===== src/rtl/multicycle_ctrl.sv =====
// Multi-cycle main control FSM: sequences PC/IR, ALU, register file and memory
// with memory wait states, a wait timeout, sticky error flags and a retire counter.
module multicycle_ctrl #(
    parameter int TIMEOUT = 16,
    parameter int CNT_W   = 32
) (
    input  logic             clk,
    input  logic             rst_n,
    input  logic             run,
    input  logic [5:0]       op,
    input  logic             zero,
    input  logic             mem_ready,
    output logic             pc_we,
    output logic [1:0]       pc_src,
    output logic             ir_we,
    output logic             i_or_d,
    output logic             mem_re,
    output logic             mem_we,
    output logic             reg_we,
    output logic             reg_dst,
    output logic             mem_to_reg,
    output logic             alu_src_a,
    output logic [1:0]       alu_src_b,
    output logic             ext_op,
    output logic [2:0]       alu_op,
    output logic [3:0]       state,
    output logic             illegal,
    output logic             bus_err,
    output logic [CNT_W-1:0] instr_cnt
);

    localparam logic [3:0] S_IDLE   = 4'd0;
    localparam logic [3:0] S_FETCH  = 4'd1;
    localparam logic [3:0] S_DECODE = 4'd2;
    localparam logic [3:0] S_MEMADR = 4'd3;
    localparam logic [3:0] S_MEMRD  = 4'd4;
    localparam logic [3:0] S_MEMWB  = 4'd5;
    localparam logic [3:0] S_MEMWR  = 4'd6;
    localparam logic [3:0] S_EXEC   = 4'd7;
    localparam logic [3:0] S_IMMEX  = 4'd8;
    localparam logic [3:0] S_ALUWB  = 4'd9;
    localparam logic [3:0] S_BRANCH = 4'd10;
    localparam logic [3:0] S_JUMP   = 4'd11;
    localparam logic [3:0] S_ERR    = 4'd12;

    localparam logic [5:0] OP_R     = 6'b000000;
    localparam logic [5:0] OP_LW    = 6'b100011;
    localparam logic [5:0] OP_SW    = 6'b101011;
    localparam logic [5:0] OP_BEQ   = 6'b000100;
    localparam logic [5:0] OP_J     = 6'b000010;
    localparam logic [5:0] OP_ADDI  = 6'b001000;
    localparam logic [5:0] OP_ADDIU = 6'b001001;
    localparam logic [5:0] OP_ORI   = 6'b001101;
    localparam logic [5:0] OP_LUI   = 6'b001111;

    // wait_cnt only has to reach TIMEOUT-1 before the FSM traps
    localparam int WCW = (TIMEOUT < 2) ? 1 : $clog2(TIMEOUT);
    localparam bit TO_EN = (TIMEOUT > 0);
    localparam logic [WCW-1:0] WLAST = WCW'((TIMEOUT > 0) ? TIMEOUT - 1 : 0);

    logic [3:0]       state_q, state_d;
    logic [5:0]       op_q, op_d;
    logic [WCW-1:0]   wait_cnt_q, wait_cnt_d;
    logic [CNT_W-1:0] instr_cnt_q, instr_cnt_d;
    logic             illegal_q, illegal_d;
    logic             bus_err_q, bus_err_d;
    logic             done;
    logic             mem_st;
    logic             stall;

    always_comb begin
        state_d     = state_q;
        op_d        = op_q;
        illegal_d   = illegal_q;
        bus_err_d   = bus_err_q;
        instr_cnt_d = instr_cnt_q;
        wait_cnt_d  = '0;
        done        = 1'b0;
        mem_st      = 1'b0;
        stall       = 1'b0;
        case (state_q)
            S_IDLE: begin
                if (run) state_d = S_FETCH;
            end
            S_FETCH: begin
                mem_st = 1'b1;
                if (mem_ready) state_d = S_DECODE;
            end
            S_DECODE: begin
                op_d = op;
                case (op)
                    OP_R:      state_d = S_EXEC;
                    OP_LW,
                    OP_SW:     state_d = S_MEMADR;
                    OP_BEQ:    state_d = S_BRANCH;
                    OP_J:      state_d = S_JUMP;
                    OP_ADDI,
                    OP_ADDIU,
                    OP_ORI,
                    OP_LUI:    state_d = S_IMMEX;
                    default: begin
                        state_d   = S_ERR;
                        illegal_d = 1'b1;
                    end
                endcase
            end
            S_MEMADR: state_d = (op_q == OP_LW) ? S_MEMRD : S_MEMWR;
            S_MEMRD: begin
                mem_st = 1'b1;
                if (mem_ready) state_d = S_MEMWB;
            end
            S_MEMWB:  done = 1'b1;
            S_MEMWR: begin
                mem_st = 1'b1;
                done   = mem_ready;
            end
            S_EXEC:   state_d = S_ALUWB;
            S_IMMEX:  state_d = S_ALUWB;
            S_ALUWB:  done = 1'b1;
            S_BRANCH: done = 1'b1;
            S_JUMP:   done = 1'b1;
            default:  state_d = S_ERR;
        endcase

        if (done) begin
            instr_cnt_d = instr_cnt_q + CNT_W'(1);
            state_d     = run ? S_FETCH : S_IDLE;
        end

        stall = mem_st && !mem_ready;
        if (TO_EN && stall) begin
            if (wait_cnt_q == WLAST) begin
                state_d   = S_ERR;
                bus_err_d = 1'b1;
            end else begin
                wait_cnt_d = wait_cnt_q + WCW'(1);
            end
        end
    end

    always_ff @(posedge clk or negedge rst_n) begin
        if (!rst_n) begin
            state_q     <= S_IDLE;
            op_q        <= '0;
            wait_cnt_q  <= '0;
            instr_cnt_q <= '0;
            illegal_q   <= 1'b0;
            bus_err_q   <= 1'b0;
        end else begin
            state_q     <= state_d;
            op_q        <= op_d;
            wait_cnt_q  <= wait_cnt_d;
            instr_cnt_q <= instr_cnt_d;
            illegal_q   <= illegal_d;
            bus_err_q   <= bus_err_d;
        end
    end

    always_comb begin
        pc_we      = 1'b0;
        pc_src     = 2'b00;
        ir_we      = 1'b0;
        i_or_d     = 1'b0;
        mem_re     = 1'b0;
        mem_we     = 1'b0;
        reg_we     = 1'b0;
        reg_dst    = 1'b0;
        mem_to_reg = 1'b0;
        alu_src_a  = 1'b0;
        alu_src_b  = 2'b00;
        ext_op     = 1'b0;
        alu_op     = 3'b000;
        case (state_q)
            S_FETCH: begin
                mem_re    = 1'b1;
                alu_src_b = 2'b01;
                ir_we     = mem_ready;
                pc_we     = mem_ready;
            end
            S_DECODE: begin
                alu_src_b = 2'b11;
                ext_op    = 1'b1;
            end
            S_MEMADR: begin
                alu_src_a = 1'b1;
                alu_src_b = 2'b10;
                ext_op    = 1'b1;
            end
            S_MEMRD: begin
                mem_re = 1'b1;
                i_or_d = 1'b1;
            end
            S_MEMWB: begin
                reg_we     = 1'b1;
                mem_to_reg = 1'b1;
            end
            S_MEMWR: begin
                mem_we = 1'b1;
                i_or_d = 1'b1;
            end
            S_EXEC: begin
                alu_src_a = 1'b1;
                alu_op    = 3'b001;
            end
            S_IMMEX: begin
                alu_src_a = 1'b1;
                alu_src_b = 2'b10;
                case (op_q)
                    OP_ADDI,
                    OP_ADDIU: ext_op = 1'b1;
                    OP_ORI:   alu_op = 3'b010;
                    OP_LUI:   alu_op = 3'b111;
                    default:  alu_op = 3'b000;
                endcase
            end
            S_ALUWB: begin
                reg_we  = 1'b1;
                reg_dst = (op_q == OP_R);
            end
            S_BRANCH: begin
                alu_src_a = 1'b1;
                alu_op    = 3'b100;
                pc_src    = 2'b01;
                pc_we     = zero;
            end
            S_JUMP: begin
                pc_src = 2'b10;
                pc_we  = 1'b1;
            end
            default: ;
        endcase
    end

    assign state     = state_q;
    assign illegal   = illegal_q;
    assign bus_err   = bus_err_q;
    assign instr_cnt = instr_cnt_q;

endmodule


===== config.mk =====
export PLATFORM = sky130hd
export DESIGN_NAME = multicycle_ctrl
export DESIGN_NICKNAME = d
export VERILOG_FILES = /design/src/rtl/multicycle_ctrl.sv
export SDC_FILE = /design/constraint.sdc
export NUM_CORES = 1
export LEC_CHECK = 0
export ABC_CLOCK_PERIOD_IN_PS = 4250
export CAP_MARGIN = 10
export CORE_MARGIN = 5
export CORE_UTILIZATION = 54
export DETAILED_ROUTE_END_ITERATION = 16
export PLACE_DENSITY = 0.86
export SYNTH_ARGS = -nofsm -noshare
export SYNTH_HDL_FRONTEND = slang
export SYNTH_SLANG_ARGS = --single-unit

===== constraint.sdc =====
create_clock -name clk -period 4.25 [get_ports clk]
set_input_delay 0.425 -clock clk [delete_from_list [all_inputs] [get_ports clk]]
set_output_delay 0.425 -clock clk [all_outputs]
set_load 0.02 [all_outputs]

Word level (Yosys, flattened, before mapping)

Index checks and enable logic that the tools add are counted.

Add/subtract/negate cells: 2
Equal/unequal tests: 25
Muxes and demuxes: 29
Bitwise logic cells: 1
Reduce and logical (&&, ||, !) cells: 21

Operators with widths:

| operator              | count |
|---|---|
| $eq 6x4->1 const B    | 8 |
| $add 32x1->32 const B | 1 |
| $mux 4                | 8 |
| $pmux 4 s7            | 1 |
| $eq 4x4->1 const B    | 5 |
| $pmux 4 s5            | 1 |
| $eq 6x6->1 const B    | 3 |
| $eq 4x3->1 const B    | 4 |
| $reduce_or 2->1       | 8 |
| $logic_not 6->1       | 2 |
| $reduce_or 4->1       | 3 |
| $mux 1                | 11 |
| $pmux 3 s3            | 1 |
| $reduce_or 9->1       | 1 |
| $eq 4x2->1 const B    | 2 |
| $eq 6x2->1 const B    | 1 |
| $eq 6x3->1 const B    | 1 |
| $pmux 2 s3            | 1 |
| $pmux 3 s2            | 1 |
| $reduce_or 5->1       | 1 |
| $add 4x1->4 const B   | 1 |
| $eq 4x1->1 const B    | 1 |
| $logic_not 4->1       | 1 |
| $pmux 1 s2            | 2 |
| other kinds (8)       | 9 |

Bits in registers: 48
Output and inout port bits: 55
Logic and storage cells: 84

Logic depth before layout (Yosys ltp)

Word-level depth: 7
Gate-level depth with buffers: 6
Mapped depth without buffers: 5

Worst setup path before layout

Ideal clock, no wire load.

Kind: register to output
From: register state_q[2] (netlist: state[2])
To: output port pc_we
Arrival: 2053 ps
Data required time: 3825 ps
Setup slack: 1772 ps
Cell stages (with the launch flop): 5
Cells stage by stage: dfrtp_1 clkbuf_1 clkbuf_1 nor4b_1 o21bai_1

Word-level cells in the longest chain between the ends: 2

RTL lines:

| element                                  | RTL line | text |
|---|---|---|
| from (decl)                              | 61       | `logic [3:0] state_q, state_d;` |
| from (signal assigned)                   | 150      | `state_q <= state_d;` |
| $eq 4x4->1 or $eq 4x1->1 (tied branches) | 173      | `case (state_q)` |
| $pmux 1 s3 *                             | 173      |  |
| to (decl)                                | 13       | `output logic pc_we,` |

Mark *: on every way between the ends. The rest lies on a longest branch, timed or not.

Final worst setup path

From: register state_q[3] (netlist: state[3])
To: output port alu_op[0]

Word-level cells in the longest chain between the ends: 2

RTL lines:

| element                                  | RTL line | text |
|---|---|---|
| $eq 4x4->1 or $eq 4x3->1 (tied branches) | 173      |  |
| $pmux 3 s3 *                             | 173      |  |
| to (decl)                                | 25       | `output logic [2:0] alu_op,` |

Marked as above.

==> results.md <==
* Seq cells post-synth at 48
* EDFF count, synth at 0
* Arrival time worst endpoint at ~2.5 ns
* Total CTS buffers at 5
* WS Path Type: flop to output pin
* Vias in the first global route at 2,352
* Max FO, Critical Path at 21
* Leak Pwr at roughly 0.0013 uW
* Ys flop type: dfrtp_1
* Inst Count DP at between 400 and 500
* Relative slew slack at a little under a third
* H-tree Lvls at 2
* Pin slew with the least headroom to its limit at a little over 1 ns
* Final hold vios at 0
* Commonest cells after routing, fill and taps aside: clkdlybuf4s50_1, dfrtp_1, xor2_1
* RSZ-0062 raised after global routing: false
* Post-synthesis mux area share at 2.42%
* Startpoint Class: flop
* TritonCTS clock tree: done
* Die W at around 82 um
* First-pass GRT wire length at between 10,000 and 15,000 um
* Dominant cells by area after synthesis: dfrtp_1, xor2_1, nor3_1
* Fin nets at ~350
* Synth async-reset ratio at 100%
* Share of cells above drive strength 1 at 8.26%
* Number of remaining DRC errors at 0
* Slowest cell on crit path: dfrtp_1
* Status: complete, no violations
* R2r startpoint: state[3]
* DP Wirelength at between 4000 and 5000 um
* Syn Inst Count at ~280
* Syn Nets at between 200 and 300
* Final Cycle Share at slightly below 70%
* Critical Path RT at ~3.8 ns
* Share of the synthesized area in the top cell type at 43.0%
* CP bufs+invs at 1
* Warnings from Yosys at 0
* Max Slew Vio Count at 0
* Compound-Gate Fraction of Synth Area at 9.37%
* Routability cong. at approximately 0.9
* Non-filler instance count after layout at between 400 and 500
* WL/cell at between 15 and 20 um
* Largest net degree at the start of global routing at a little under 50
* Post-CTS Resized at 0
* Num ports at 66
* Synth Area in Simple Gates at a little under a third
* Worst hold path type: input pin to asynchronous set/reset pin
* Combinational family with the most area after synthesis: simple AND/OR/NAND/NOR gates
* Area leader, netlist: dfrtp_1
* Post-synthesis adder-cell area fraction at about 1.3%
* Initial Util at between 50% and 60%
* Core area at 5070 um^2
* # hold bufs at CTS at 0
* Crit path from: state[3]
* Kind of cell adding the most delay to the critical path: flip-flops
* Diode count at 0
* Clock slew at reported path FFs at 0.08 ns
* Via-per-instance ratio at 5.83
* Most common cell after layout, fill and taps aside: clkdlybuf4s50_1
* Remaining antenna violation count at 0
* Peak VDD IR at ~400 uV
* Mapped Area at ~2800 um^2
* CP max stage delay at 0.74 ns
* DR vias at 2,385
* Max Buffers Root-to-Sink at 2
* Critical Path, Cell by Cell: nand2b_1 > nor3_1 > nand4_1 > o21ai_0 > clkdlybuf4s50_1
* Fmax at roughly 0.34 GHz
* Clock Tree Root: clkbuf_8
* Die outline height at slightly above 80 um
* Clock Latency Late Sink at 0.29 ns
* Max cap viols at 0
* Final min period at roughly 3 ns
* Cell variety after synth at 54
* Initial antenna violation count at 0
* Setup TNS at 0 ns
* Global Route Usage Sum at around a fifth
* Grt ovf at 0
* Final setup fails at 0
* Drt pass-1 iters at 4
* Synth Area in XOR/XNOR at between 10% and 20%
* PwrDens at roughly 500 nW/um^2
* Postcts setup bufs at 0
* DIE AREA at 6710 um^2
* First DRT Iteration DRCs at a little over 200
* Skew final at about 0.007 ns
* Area Growth Syn to Fin at 27.1%
* # rows at 26
* Number of port buffers at 65
* Final WL at roughly 6600 um
* Seq/Total Area, Yosys at 43.0%
* Syn avg cell area at 9.93 um^2
* Setup crit end kind: output pin
* Clock sink total at 48
* Post-layout power at approximately 1700 uW
==> cell families (layout without fill, tap and decap cells) <==
kind of cell | after synthesis | count (layout)
buf+inv | 20 | 78
fa+ha+maj | 3 | 3
simple gates | 131 | 131
compound gates | 39 | 39
mux | 6 | 6
flops | 48 | 48
xor+xnor | 34 | 34
==> routing by layer <==
metal	share of wire (%)	GRT usage, %
met3	4.8	3.62
met2	52	35.7
met5	0	0
met4	1.2	6.48
met1	42	28.2
==> path summary, 6_finish.rpt <==
| path | slack [ns] | to | cells after the start |
|---|---|---|---|
| min in group clk | 0.47 | instr_cnt[31] | 1 |
| worst max register to register | 1.82 | instr_cnt[20] | 5 |
| worst min-delay path | 0.31 | instr_cnt[16] | 1 |
| worst min register to register | 0.47 | instr_cnt[31] | 1 |
| worst max-delay path | 1.29 | alu_op[0] | 5 |
| max in group asynchronous | 3.30 | instr_cnt[5] | 1 |
==> synthesized netlist by cell type, types with 3 or more instances <==
| cell | number |
|---|---|
| dfrtp_1 | 48 |
| clkbuf_1 | 10 |
| buf_2 | 3 |
| nor4_1 | 3 |
| xor2_1 | 28 |
| nor2_1 | 15 |
| nor4_2 | 3 |
| nand3_1 | 8 |
| o21ai_0 | 11 |
| nor3b_1 | 8 |
| and3_1 | 3 |
| nor4_4 | 3 |
| inv_1 | 4 |
| nor4b_1 | 4 |
| nand2_1 | 21 |
| nand2b_1 | 11 |
| mux2_2 | 6 |
| nand4_1 | 9 |
| nor3_1 | 20 |
| nor2b_1 | 4 |
| xnor2_1 | 6 |
| and4_1 | 6 |
| a21oi_1 | 8 |
==> state kept, by name (all words and copies together), names as in the netlist <==
| register | cells |
|---|---|
| bus_err | 1 |
| illegal | 1 |
| instr_cnt | 32 |
| op_q | 6 |
| state | 4 |
| wait_cnt_q | 4 |
==> report_power, final <==
part / total [uW] / internal [uW] / switching, uW
logic: 763 / 335 / 428
clock network: 271 / 133 / 139
registers: 690 / 536 / 154
total: 1720 / 1000 / 721
==> cell type report <==
type,count,area [um^2]
Fill cell,421,1530
Sequential cell,48,1200
Inverter,4,15.0
Clock buffer,8,90.1
Tap cell,70,87.6
Multi-Input combinational cell,213,1500
Timing Repair Buffer,66,653
==> stage by stage <==
| step | area (um^2) | util (%) | setup slack (ns) | hold WS [ns] |
|---|---|---|---|---|
| finish | 3550 | 69.9 | 1.29 | 0.307 |
| global route | 3550 | 69.9 | 1.10 | 0.400 |
| CTS | 3550 | 69.9 | 1.32 | 0.340 |
| detailed placement | 3460 | 68.1 | 1.63 | 0.459 |
| global placement | 3460 | 68.1 | 1.72 | 0.449 |
| floorplan | 2790 | - | 1.77 | 0.129 |
(Power assumes the default switching activity.)
